`config.mk`:
```
export PLATFORM = sky130hd
export DESIGN_NAME = dl_rf_wr_arbiter
export DESIGN_NICKNAME = d
export VERILOG_FILES = /design/src/rtl/dl_rf_wr_arbiter.sv
export SDC_FILE = /design/constraint.sdc
export NUM_CORES = 1
export LEC_CHECK = 0
export CAP_MARGIN = 15
export CORE_MARGIN = 2
export CORE_UTILIZATION = 41
export CTS_BUF_LIST = sky130_fd_sc_hd__clkbuf_4
export CTS_CLUSTER_DIAMETER = 150
export DETAILED_ROUTE_END_ITERATION = 12
export GPL_TIMING_DRIVEN = 0
export MAX_ROUTING_LAYER = met4
export PLACE_DENSITY = 0.82
export SLEW_MARGIN = 10
export SYNTH_ARGS = -nofsm -noshare
export SYNTH_HDL_FRONTEND = slang
export SYNTH_SLANG_ARGS = --single-unit
```
`constraint.sdc`:
```
create_clock -name clk -period 2 [get_ports clk]
set_clock_uncertainty 0.1 [all_clocks]
set_input_delay 0.3 -clock clk [delete_from_list [all_inputs] [get_ports clk]]
set_output_delay 0.3 -clock clk [all_outputs]
set_load 0.01 [all_outputs]
```
`src/rtl/dl_rf_wr_arbiter.sv`:
```
// Round-robin arbiter sharing one register-file write port among NUM_REQ writeback sources.
// Latency 1 (registered write, one-hot decoded enable); stall blocks every grant and freezes rr_ptr.
// Optional macro DL_RF_WR_ARB_X0_FILTER_EN: accepted writes to x0 never raise wr_valid/wr_en.
module dl_rf_wr_arbiter #(
  parameter int  NUM_REQ    = 2,
  parameter int  DATA_WIDTH = 32,
  localparam int ADDR_WIDTH = $clog2(32),
  localparam int IDW        = $clog2(NUM_REQ)
) (
  input  logic                          clk,
  input  logic                          rst,
  input  logic                          stall,
  input  logic [NUM_REQ-1:0]            req_valid,
  output logic [NUM_REQ-1:0]            req_ready,
  input  logic [NUM_REQ*ADDR_WIDTH-1:0] req_addr,
  input  logic [NUM_REQ*DATA_WIDTH-1:0] req_data,
  output logic                          wr_valid,
  output logic [ADDR_WIDTH-1:0]         wr_addr,
  output logic [DATA_WIDTH-1:0]         wr_data,
  output logic [31:0]                   wr_en,
  output logic [IDW-1:0]                grant_id
);

  logic [IDW-1:0]        r_rr_ptr;
  logic                  r_wr_valid;
  logic [ADDR_WIDTH-1:0] r_wr_addr;
  logic [DATA_WIDTH-1:0] r_wr_data;
  logic [31:0]           r_wr_en;
  logic [IDW-1:0]        r_grant_id;

  logic                  w_found;
  logic [IDW-1:0]        w_winner;
  logic [IDW:0]          w_idx;
  logic                  w_grant;
  logic [ADDR_WIDTH-1:0] w_sel_addr;
  logic [DATA_WIDTH-1:0] w_sel_data;
  logic                  w_present;
  logic [IDW-1:0]        w_ptr_next;

  // Scan from rr_ptr upward with wrap; w_idx is one bit wider so the wrap compare is exact.
  always_comb begin
    w_found  = 1'b0;
    w_winner = '0;
    w_idx    = '0;
    for (int k = 0; k < NUM_REQ; k++) begin
      w_idx = {1'b0, r_rr_ptr} + (IDW+1)'(k);
      if (w_idx >= (IDW+1)'(NUM_REQ)) begin
        w_idx = w_idx - (IDW+1)'(NUM_REQ);
      end
      for (int i = 0; i < NUM_REQ; i++) begin
        if (!w_found && (w_idx == (IDW+1)'(i)) && req_valid[i]) begin
          w_found  = 1'b1;
          w_winner = IDW'(i);
        end
      end
    end
  end

  always_comb begin
    w_sel_addr = '0;
    w_sel_data = '0;
    for (int i = 0; i < NUM_REQ; i++) begin
      if (w_winner == IDW'(i)) begin
        w_sel_addr = req_addr[i*ADDR_WIDTH +: ADDR_WIDTH];
        w_sel_data = req_data[i*DATA_WIDTH +: DATA_WIDTH];
      end
    end
  end

  assign w_grant    = w_found & ~stall & ~rst;
  assign req_ready  = w_grant ? (NUM_REQ'(1) << w_winner) : '0;
  assign w_ptr_next = (w_winner == IDW'(NUM_REQ-1)) ? '0 : w_winner + IDW'(1);

`ifdef DL_RF_WR_ARB_X0_FILTER_EN
  assign w_present = (w_sel_addr != '0);
`else
  assign w_present = 1'b1;
`endif

  always_ff @(posedge clk) begin
    if (rst) begin
      r_rr_ptr   <= '0;
      r_wr_valid <= 1'b0;
      r_wr_addr  <= '0;
      r_wr_data  <= '0;
      r_wr_en    <= '0;
      r_grant_id <= '0;
    end else if (w_grant) begin
      r_rr_ptr   <= w_ptr_next;
      r_wr_valid <= w_present;
      r_wr_addr  <= w_sel_addr;
      r_wr_data  <= w_sel_data;
      r_wr_en    <= w_present ? (32'd1 << w_sel_addr) : 32'd0;
      r_grant_id <= w_winner;
    end else begin
      r_wr_valid <= 1'b0;
      r_wr_en    <= '0;
    end
  end

  assign wr_valid = r_wr_valid;
  assign wr_addr  = r_wr_addr;
  assign wr_data  = r_wr_data;
  assign wr_en    = r_wr_en;
  assign grant_id = r_grant_id;

endmodule
```
; Word-level counts from Yosys, hierarchy flattened
; Index checks and enable logic that the tools add are counted.
[op_classes]
magnitude_cmp = 2
eq_ne = 2
n_reduce_logical = 13
n_bitwise = 5
shift = 2
muxes = 14
n_addsub = 4
[ops]
columns = op, n
row1 = $mux 32, 1
row2 = $shl 1x5->32 const A, 1
row3 = $mux 1, 9
row4 = $logic_and 1x1->1, 7
row5 = $mux 2, 3
row6 = $mux 5, 1
row7 = $eq 2x1->1 const B, 2
row8 = $logic_not 2->1, 2
row9 = $logic_not 1->1, 3
row10 = $not 1->1, 3
row11 = $add 1x1->2 const B, 1
row12 = $and 1x1->1, 2
row13 = $ge 1x2->1 const B, 1
row14 = $ge 2x2->1 const B, 1
row15 = $reduce_or 2->1, 1
row16 = $shl 1x1->2 const A, 1
row17 = $sub 1x2->2 const B, 1
row18 = $sub 2x2->2 const B, 1
row19 = $add 1x1->1 const B, 1
[word_totals]
output_inout_bits = 73
in_bits = 79
register_bits = 72
elab_cells = 48

; Depth between registers and ports, before layout
; Gate-level depths: netlist (run 1).
[depth]
word_depth = 21
mapped_depth = 7
mapped_depth_nobuf = 5

; Worst setup path before layout (run 1)
; OpenSTA, ideal clock, no wires.
[synth_timing]
path_type = flip-flop to output port
start = register r_rr_ptr
end = output port req_ready[1]
required_time_ps = 1600
t_arrival_ps = 1134
path_stages_with_launch = 6
setup_slack_ps = 466
path_buffers = 2
path_cell_list = dfxtp_1 nand2b_1 buf_6 nand2_4 nor3_4 buf_6
[synth_via]
elab_chain_len = 20
word_cells_on_any_way = 32
cone_classes = add/sub: 3 / order compare: 2 / eq/ne: 2 / shift: 1 / mux: 10 / bitwise: 2 / reduce/logical: 12
[synth_lines]
columns = element, line
row1 = from (decl), 24  ; logic [IDW-1:0] r_rr_ptr;
row2 = from (signal assigned), 89  ; r_rr_ptr <= w_ptr_next;
row3 = $sub 1x2->2 / $ge 1x2->1 (equally long branches), "48, 47"
row4 = $mux 2, 47  ; if (w_idx >= (IDW+1)'(NUM_REQ)) begin
row5 = $logic_not 2->1, 51  ; if (!w_found && (w_idx == (IDW+1)'(i)) && req_valid[i]) begin
row6 = $logic_and 1x1->1, 51
row7 = $mux 1, 51
row8 = $logic_not 1->1, 51
row9 = $logic_and 1x1->1 (2 in a row), 51
row10 = $mux 1, 51
row11 = $logic_not 1->1, 51
row12 = $logic_and 1x1->1 (2 in a row), 51
row13 = $mux 1, 51
row14 = $logic_not 1->1, 51
row15 = $logic_and 1x1->1 (2 in a row), 51
row16 = $mux 1, 51
row17 = $and 1x1->1 (2 in a row), 70  ; assign w_grant = w_found & ~stall & ~rst;
row18 = $mux 2 (*), 71  ; assign req_ready = w_grant ? (NUM_REQ'(1) << w_winner) : '0;
row19 = to (decl), 14  ; output logic [NUM_REQ-1:0] req_ready,
; Every way passes the cells marked *; elsewhere a longest branch is shown, timed or not.

; Worst setup path in the final report (run 1)
; Same ends and word-level chain as after synthesis.

==> results of run 1 <==
[through the flow]
stage | worst slack [ns] | power [uW] | hold WS [ns]
2_1_floorplan | 0.466 | 1780 | 0.339
3_3_place_gp | -0.684 | 2100 | 0.339
3_5_place_dp | -0.707 | 2110 | 0.347
4_1_cts | 0.00500 | 2990 | 0.0567
5_1_grt | 0.0145 | 3100 | 0.0694
6_report | 0.0904 | 2980 | 0.0623
[worst paths after layout]
kind,from,endpoint,slack [ns],depth (start not counted)
setup reg to reg,r_rr_ptr,wr_en[14],0.24,7
setup / recovery,r_rr_ptr,req_ready[1],0.09,6
hold reg to reg,grant_id,grant_id,0.37,1
hold / removal,rst,r_rr_ptr,0.06,2
[cells by family after synthesis]
kind of cell           count (synthesis)  synth area share, %
AOI/OAI and AO/OA                     82                 25.1
buffers and inverters                 26                 4.88
DFF                                   72                 49.7
muxes                                  3                 1.04
and+or+nand+nor                       98                 19.3
[worst max-delay path, cell delays in order, from the launching register on]
cell and delay (ns):
dfxtp_2 0.34, nand2b_1 0.11, buf_6 0.12, nand2_8 0.07, nor3_4 0.21, buf_6 0.13
buf_2 0.12
[metal layers]
| layer | part of all wire [%] | vias up | GRT usage [%] |
|---|---|---|---|
| met2 | 49 | 143 | 39.6 |
| met5 | 0 | - | - |
| met4 | 3.3 | 0 | 11.6 |
| met1 | 41 | 1406 | 28.6 |
| li1 | - | 1415 | - |
| met3 | 6.7 | 23 | 6.03 |
[power by group]
group / switching [uW] / total, uW / internal, uW
logic: 244 / 571 / 327
clock network: 486 / 883 / 398
registers: 31.4 / 1520 / 1490
[final cells by class]
| class | instances | area (um^2) | area share, % |
|---|---|---|---|
| Clock inverter | 5 | 47.5 | 1.02 |
| Sequential cell | 72 | 1440 | 30.8 |
| Inverter | 3 | 11.3 | 0.241 |
| Multi-Input combinational cell | 183 | 1340 | 28.5 |
| Tap cell | 96 | 120 | 2.57 |
| Clock buffer | 11 | 82.6 | 1.76 |
| Timing Repair Buffer | 152 | 1500 | 32.0 |
| Buffer | 23 | 145 | 3.10 |
[flip-flops by register name (all words and copies together) (netlist names)]
| name | flops |
|---|---|
| wr_addr | 5 |
| wr_en | 32 |
| r_rr_ptr | 1 |
| wr_valid | 1 |
| wr_data | 32 |
| grant_id | 1 |
[synthesized netlist by cell type (2+ instances only)]
| cell type | number | area (um^2) |
|---|---|---|
| a2111oi_4 | 4 | 110 |
| a21oi_1 | 10 | 50.1 |
| a221o_1 | 32 | 320 |
| a22oi_1 | 6 | 45.0 |
| a32oi_1 | 5 | 43.8 |
| and2_1 | 4 | 25.0 |
| and3_1 | 34 | 213 |
| buf_2 | 5 | 25.0 |
| buf_4 | 2 | 15.0 |
| buf_6 | 4 | 45.0 |
| clkbuf_1 | 12 | 45.0 |
| dfxtp_1 | 72 | 1440 |
| inv_2 | 2 | 7.51 |
| mux2i_1 | 3 | 30.0 |
| nand2_1 | 7 | 26.3 |
| nand2b_1 | 3 | 18.8 |
| nand3_1 | 8 | 40.0 |
| nand3b_1 | 5 | 37.5 |
| nand4_1 | 8 | 50.1 |
| nor2_1 | 19 | 71.3 |
| nor2b_1 | 7 | 43.8 |
| o21ai_0 | 5 | 25.0 |
| o22ai_1 | 16 | 100 |
[repair_timing]
item,CTS,global route
buffers inserted,5,0
pin swaps,2,0
setup endpoints to repair,2,1
gates cloned,0,0
gates resized for setup,18,2
endpoints found under the hold margin,0,0
==> results.toml, run 1 <==
[synth]
synthArstFlopShare_pct = 0
yosysUniqueCellTypes = 31
netlist_area_um2 = 2900
ys_seq_area_share_pct = 49.7
ys_warn_count = 0
synth_seq_cells = 72
syn-mean-instance-area_um2 = 10.3
syn_nets = 360
ys.flop_type = "dfxtp_1"
synth_edf_count = 0
synthCells = 281

[outcome]
status = "complete, no violations"

[final_layout]
fillers = 561
layout_commonest_cell = "clkdlybuf4s50_1"
final_cell_mix = "clkdlybuf4s50_1 (143), dfxtp_1 (71), and3_1 (34)"
layout-drive-gt1-share_pct = 10.5
syn2layout_area_growth_pct = 61.5
postLayoutCoreUtil_pct = 68.5
final_nets = 523
stdcell_area_um2 = 4680
fin_cells = 545
n_antenna_cell = 0

[placed_design]
port_buffers = 147
dp_cells = 524
hpwl_um = 6890
globalplace.congestion = 0.892
placed_area_um2 = 4490

[routing]
drtAntennaViolNets = 0
drt_iter0_markers = 129
drt_first_pass_iters = 5
wl_per_cell_um = 16.6
dr_total_vias = 2987
vias_per_cell = 5.48
totalWireLength_um = 9060
drc_errors = 0

[sta]
worst_pin_slew_ns = 0.719
fmax_mhz = 524
hold_viol = 0
finalMaxSlewViolations = 0
rsz0062_at_grt = "no"
finalSetupViolCount = 0
setup-tns-final_ns = 0
final.min_clock_period_ns = 1.91
relSlewSlack_pct = 52.1
finalCritPeriodShare_pct = 95.5

[pwr]
p_leak_uw = 0.00181
powerDensity_nw_per_um2 = 636
irDropWorstVdd_v = 0.000313

[global_route]
grt_pass1_wl_um = 14000
grt-ovfl-total = 0
antenna_found_initial = 0
grt_max_degree = 12
grt_util_all_layers_pct = 24.5
grt_pass1_vias = 2849

[floorplanning]
die_h_um = 88.1
die_w_um = 88.1
rows = 30
dieArea_um2 = 7760
start_util_pct = 42.4
io_pins = 152
coreArea_um2 = 6830

[clock_tree]
cts_root_buf = "clkbuf_4"
clock_sinks = 72
htree_levels = 3
numCtsBuffers = 9
ctsHoldBuffers = 0
clockBufferDepth = 2
cts.clk_slew.worst_paths_ns = 0.11
worstSkewPairLatency_ns = 0.42
cts_tree = "built"

[worst_hold_path]
hp-class = "primary input to register"

[worst_setup_path]
crit_path_start_kind = "register"
critical_path_arrival_ns = 1.51
critical_path.endpoint_type = "primary output"
crit_required_ns = 1.60
path_class = "register to primary output"
cp_max_fo = 7

[flow_run]
drv_cap = 0
Note: power is estimated with default switching activity, not from simulation.
==> run 2, diff against run 1 <==
- GPL_TIMING_DRIVEN: 0 -> 1
==> run 2 against run 1 <==
First-iteration DRC count is 91% higher. Sequential power hardly changed. Utilization is 0.92 points higher. Via count is 0.74% higher. Flip-flop and latch count stayed put. Combinational power is 2% higher. Register-to-register slack hardly changed. Setup slack better by 0.027 ns.
==> results.toml, run 2 (synthesized netlist as in run 1, its figures left out) <==
[outcome]
status = "complete, no violations"

[final_layout]
n_antenna_cell = 0
layout-drive-gt1-share_pct = 11.4
final_cell_mix = "clkdlybuf4s50_1 (146), dfxtp_1 (72), and3_1 (34)"
layout_commonest_cell = "clkdlybuf4s50_1"
fillers = 546
syn2layout_area_growth_pct = 63.6
final_nets = 521

[routing]
totalWireLength_um = 9130
dr_total_vias = 3009
wl_per_cell_um = 16.8
drt_first_pass_iters = 5
vias_per_cell = 5.54
drc_errors = 0
drt_iter0_markers = 247
drtAntennaViolNets = 0

[floorplanning]
die_w_um = 88.1
coreArea_um2 = 6830
rows = 30
die_h_um = 88.1
dieArea_um2 = 7760
start_util_pct = 42.4
io_pins = 152

[placed_design]
hpwl_um = 6720
globalplace.congestion = 0.908
port_buffers = 151
pre_cts_slack_ns = -0.157

[global_route]
grt_util_all_layers_pct = 24.2
grt-ovfl-total = 0
antenna_found_initial = 0
grt_pass1_wl_um = 13900
grt_max_degree = 34
grt_pass1_vias = 2767

[worst_setup_path]
crit_required_ns = 1.60
reg2reg_slack_ns = 0.25
cp_max_fo = 3
r2r-end = "wr_en[31]"
slowest_stage = "clkdlybuf4s50_1"
crit_path_start_kind = "primary input"
path_class = "primary input to primary output"
rr_worst_depth = 5
critPathMaxStageDelay_ns = 0.55
critical_path_arrival_ns = 1.48
path_cells = "clkdlybuf4s50_1 -> a21boi_2 -> and2_1 -> dlygate4sd2_1"
critical_path.endpoint_type = "primary output"
reg2reg_from = "r_rr_ptr"

[sta]
final.min_clock_period_ns = 1.88
timing.final.ws_setup_ns = 0.117
relSlewSlack_pct = 58.0
finalSetupViolCount = 0
worst_pin_slew_ns = 0.629
finalMaxSlewViolations = 0
finalCritPeriodShare_pct = 94.1
rsz0062_at_grt = "no"
hold_viol = 0
fmax_mhz = 531

[clock_tree]
cts.clk_slew.worst_paths_ns = 0.11
htree_levels = 3
worstSkewPairLatency_ns = 0.40
cts_setup_buffers = 0
cts_tree = "built"
numCtsBuffers = 9
clockBufferDepth = 2
clock_sinks = 72
cts_root_buf = "clkbuf_4"

[pwr]
powerDensity_nw_per_um2 = 664
p_leak_uw = 0.00185
power_uw = 3150
irDropWorstVdd_v = 0.000468

[worst_hold_path]
min_to = "grant_id"
hp-start = "grant_id"
hp-class = "register to register"
hold_depth = 1

[flow_run]
drv_cap = 0
-- run 2: stage by stage --
stage,instances,area [um^2],hold slack (ns),utilization (%),setup TNS (ns)
finish,543,4740,0.381,69.4,0
global route,543,4740,0.351,69.4,0
CTS,543,4740,0.366,69.3,0
detailed placement,527,4580,0.353,67.1,-5.16
global placement,527,4580,0.340,67.1,-2.48
floorplan,281,2900,0.339,-,0
-- run 2: metal layers --
metal  track usage, %  share of wire (%)  vias to the layer above
met4             6.61                1.6                        0
met1             31.0                 43                     1435
li1                 -                  -                     1408
met5                -                  0                        -
met2             38.0                 49                      154
met3             6.50                6.8                       12
-- run 2: worst max path at each step --
stage                 startpoint           end  slack [ns]  cells past startpoint
floorplan               r_rr_ptr  req_ready[1]        0.47                      5
global placement    req_valid[1]      wr_en[3]       -0.14                      5
detailed placement  req_valid[1]     wr_en[27]       -0.16                      5
CTS                     r_rr_ptr  req_ready[1]        0.09                      4
global route            r_rr_ptr  req_ready[1]        0.02                      4
finish              req_valid[0]  req_ready[0]        0.12                      4
-- run 2: final cells by class --
cell class	instances	area, um^2	share of cell area, %
Clock buffer	12	90.1	1.90
Clock inverter	4	68.8	1.45
Inverter	3	11.3	0.237
Multi-Input combinational cell	183	1330	28.0
Sequential cell	72	1440	30.4
Tap cell	96	120	2.53
Timing Repair Buffer	173	1680	35.5
-- run 2: power breakdown --
group | leakage (uW) | internal, uW | total (uW) | switching (uW)
combinational | 0.00118 | 338 | 585 | 247
sequential | 0.000587 | 1490 | 1520 | 31.2
clock | 0.0000890 | 545 | 1040 | 497
-- run 2: timing repair --
action                                 4_1_cts  5_1_grt
endpoints found under the hold margin        0        0
hold buffers                                 0        0
gates resized for setup                      5        1
setup endpoints to repair                    2        1
-- run 2: worst max-delay path, delay by kind of cell --
family | cells | cell delay (ns)
buf+inv | 2 | 0.82
simple gates | 1 | 0.17
compound gates | 1 | 0.20
==> run 3, diff against run 2 <==
- ABC_AREA: default -> 1
- CELL_PAD_IN_SITES_DETAIL_PLACEMENT: default -> 1
- CELL_PAD_IN_SITES_GLOBAL_PLACEMENT: default -> 1
- CORE_UTILIZATION: 41 -> 27
- PLACE_DENSITY: 0.82 -> 0.8
==> run 3 against run 2 <==
First-iteration DRC count down 62%. Via count up 5.9%. Global-route usage is 6.1 points lower. Clock-buffer cell count is 2 lower. Clock power shrank 24%. Critical path type unchanged. Non-clock buffer count unchanged.
==> results.toml, run 3 <==
[routing]
wl_per_cell_um = 14.2
drt_first_pass_iters = 4
drtAntennaViolNets = 0
vias_per_cell = 4.53
drt_iter0_markers = 94
drc_errors = 0
dr_total_vias = 3186
totalWireLength_um = 10000

[synth]
yosysUniqueCellTypes = 18
ys.flop_type = "dfxtp_1"
syn-mean-instance-area_um2 = 7.31
ys_seq_area_share_pct = 49.4
yosys.area.top_type = "dfxtp_1"
ys_warn_count = 0
syn_nets = 478
synth-xor-area-share_pct = 0
synth_adder_area_share_pct = 0
yosysTopAreaCellShare_pct = 49.4
synth_area_leaders = "dfxtp_1 (49%), nand2_1 (23%), a21oi_1 (5.7%)"
synth_edf_count = 0
synth_seq_cells = 72
synth_common_cells = "nand2_1 (178), dfxtp_1 (72), a21oi_1 (33), nor2_1 (33)"
synth_most_common_cell = "nand2_1"
synthCells = 399
synth_compound_area_share_pct = 7.55
netlist_area_um2 = 2920
synthArstFlopShare_pct = 0
synth_simple_gate_area_share_pct = 36.1
synth_top_family_by_area = "simple AND/OR/NAND/NOR gates"
muxShareOfSynthArea_pct = 0

[placed_design]
dp_cells = 684
hpwl_um = 7670
globalplace.congestion = 0.765
port_buffers = 151

[final_layout]
syn2layout_area_growth_pct = 62.1
fillers = 1280
fin_cells = 703
postLayoutCoreUtil_pct = 45.4
layout_commonest_cell = "nand2_1"
layout-drive-gt1-share_pct = 9.01
final_nets = 640
final_cell_mix = "nand2_1 (178), clkdlybuf4s50_1 (149), dfxtp_1 (72)"

[clock_tree]
worstSkewPairLatency_ns = 0.39
htree_levels = 3
clock_sinks = 72
cts.clk_slew.worst_paths_ns = 0.11
cts_tree = "built"
numCtsBuffers = 9
clockBufferDepth = 2
cts_root_buf = "clkbuf_4"
ctsHoldBuffers = 0

[floorplanning]
dieArea_um2 = 11600
die_h_um = 108
io_pins = 152
start_util_pct = 28.0
rows = 37
die_w_um = 108
coreArea_um2 = 10400

[pwr]
powerDensity_nw_per_um2 = 610
power_uw = 2890
p_leak_uw = 0.00192
irDropWorstVdd_v = 0.000260

[global_route]
antenna_found_initial = 0
grt_pass1_vias = 3330
grt_max_degree = 35
grt_pass1_wl_um = 16000
grt-ovfl-total = 0
grt_util_all_layers_pct = 18.2

[worst_setup_path]
crit_path_start_kind = "primary input"
crit_required_ns = 1.60
critical_path_arrival_ns = 1.48
crit_buf_inv = 3
slowest_stage = "clkdlybuf4s50_1"
critPathMaxStageDelay_ns = 0.51
path_cells = "clkdlybuf4s50_1 -> nor2_1 -> nor3_4 -> nand2_1 -> inv_1 -> clkbuf_2"
critPathTopFamily = "buffers and inverters"
critical_path.endpoint_type = "primary output"
path_class = "primary input to primary output"
cp_max_fo = 4

[sta]
worst_pin_slew_ns = 0.490
fmax_mhz = 532
final.min_clock_period_ns = 1.88
finalCritPeriodShare_pct = 93.9
finalMaxSlewViolations = 0
hold_viol = 0
fin_hold_ws_ns = 0.370
relSlewSlack_pct = 67.2
finalSetupViolCount = 0

[flow_run]
drv_cap = 0

[outcome]
status = "complete, no violations"

[worst_hold_path]
hp-class = "register to register"
[run 3: cell count changes after synthesis, sizes merged, moves of 11 or more]
cell   delta
inv      +11
nand2   +176
a21oi    +23
nor2     +14
o22ai    -16
and3     -34
a221o    -32
[run 3: final cells by class]
class,instances,area (um^2),share of cell area (%)
Tap cell,136,170,3.60
Clock inverter,6,45.0,0.953
Multi-Input combinational cell,291,1270,26.9
Inverter,14,52.6,1.11
Timing Repair Buffer,173,1670,35.3
Sequential cell,72,1440,30.5
Clock buffer,10,75.1,1.59
Antenna cell,1,2.50,0.0529
[run 3: metal layers]
metal / global-route usage [%] / vias to the layer above / wire [um]
li1: - / 1584 / -
met1: 19.9 / 1492 / 4090
met2: 32.6 / 90 / 5230
met3: 2.71 / 20 / 408
met4: 7.88 / 0 / 263
met5: - / - / 0
[run 3: worst min-delay path, cell delays in order, from the launching register on]
cell and delay, ns:
dfxtp_1 0.33, nand2_1 0.06, a21oi_1 0.05
[run 3: power breakdown]
part           internal (uW)  switching, uW  total, uW
registers               1480           22.5       1500
logic                    306            287        593
clock network            273            519        792
[run 3: final timing paths]
kind                     start           end  slack, ns  cells after the start
setup / recovery  req_valid[0]  req_ready[1]       0.12                      6
hold / removal      wr_data[5]    wr_data[5]       0.37                      2
setup reg to reg      r_rr_ptr     wr_en[28]       0.25                      8
hold reg to reg     wr_data[5]    wr_data[5]       0.37                      2
[run 3: timing repair]
action,CTS,global route
pin swaps,0,1
endpoints found under the setup margin,2,2
buffers inserted,0,2
resized for setup,2,4
[run 3: cells by family after synthesis]
kind of cell           after synthesis
AO/OA/AOI/OAI                       40
AND/OR/NAND/NOR                    251
buffers and inverters               36
flip-flops                          72
[run 3: metrics by stage]
| stage | setup TNS [ns] | setup slack, ns | cell area [um^2] |
|---|---|---|---|
| 6_report | 0 | 0.122 | 4730 |
| 5_1_grt | -0.00334 | -0.00334 | 4720 |
| 4_1_cts | 0 | 0.0289 | 4720 |
| 3_5_place_dp | -9.23 | -0.246 | 4600 |
| 3_3_place_gp | -5.38 | -0.201 | 4600 |
| 2_1_floorplan | 0 | 0.412 | 2920 |
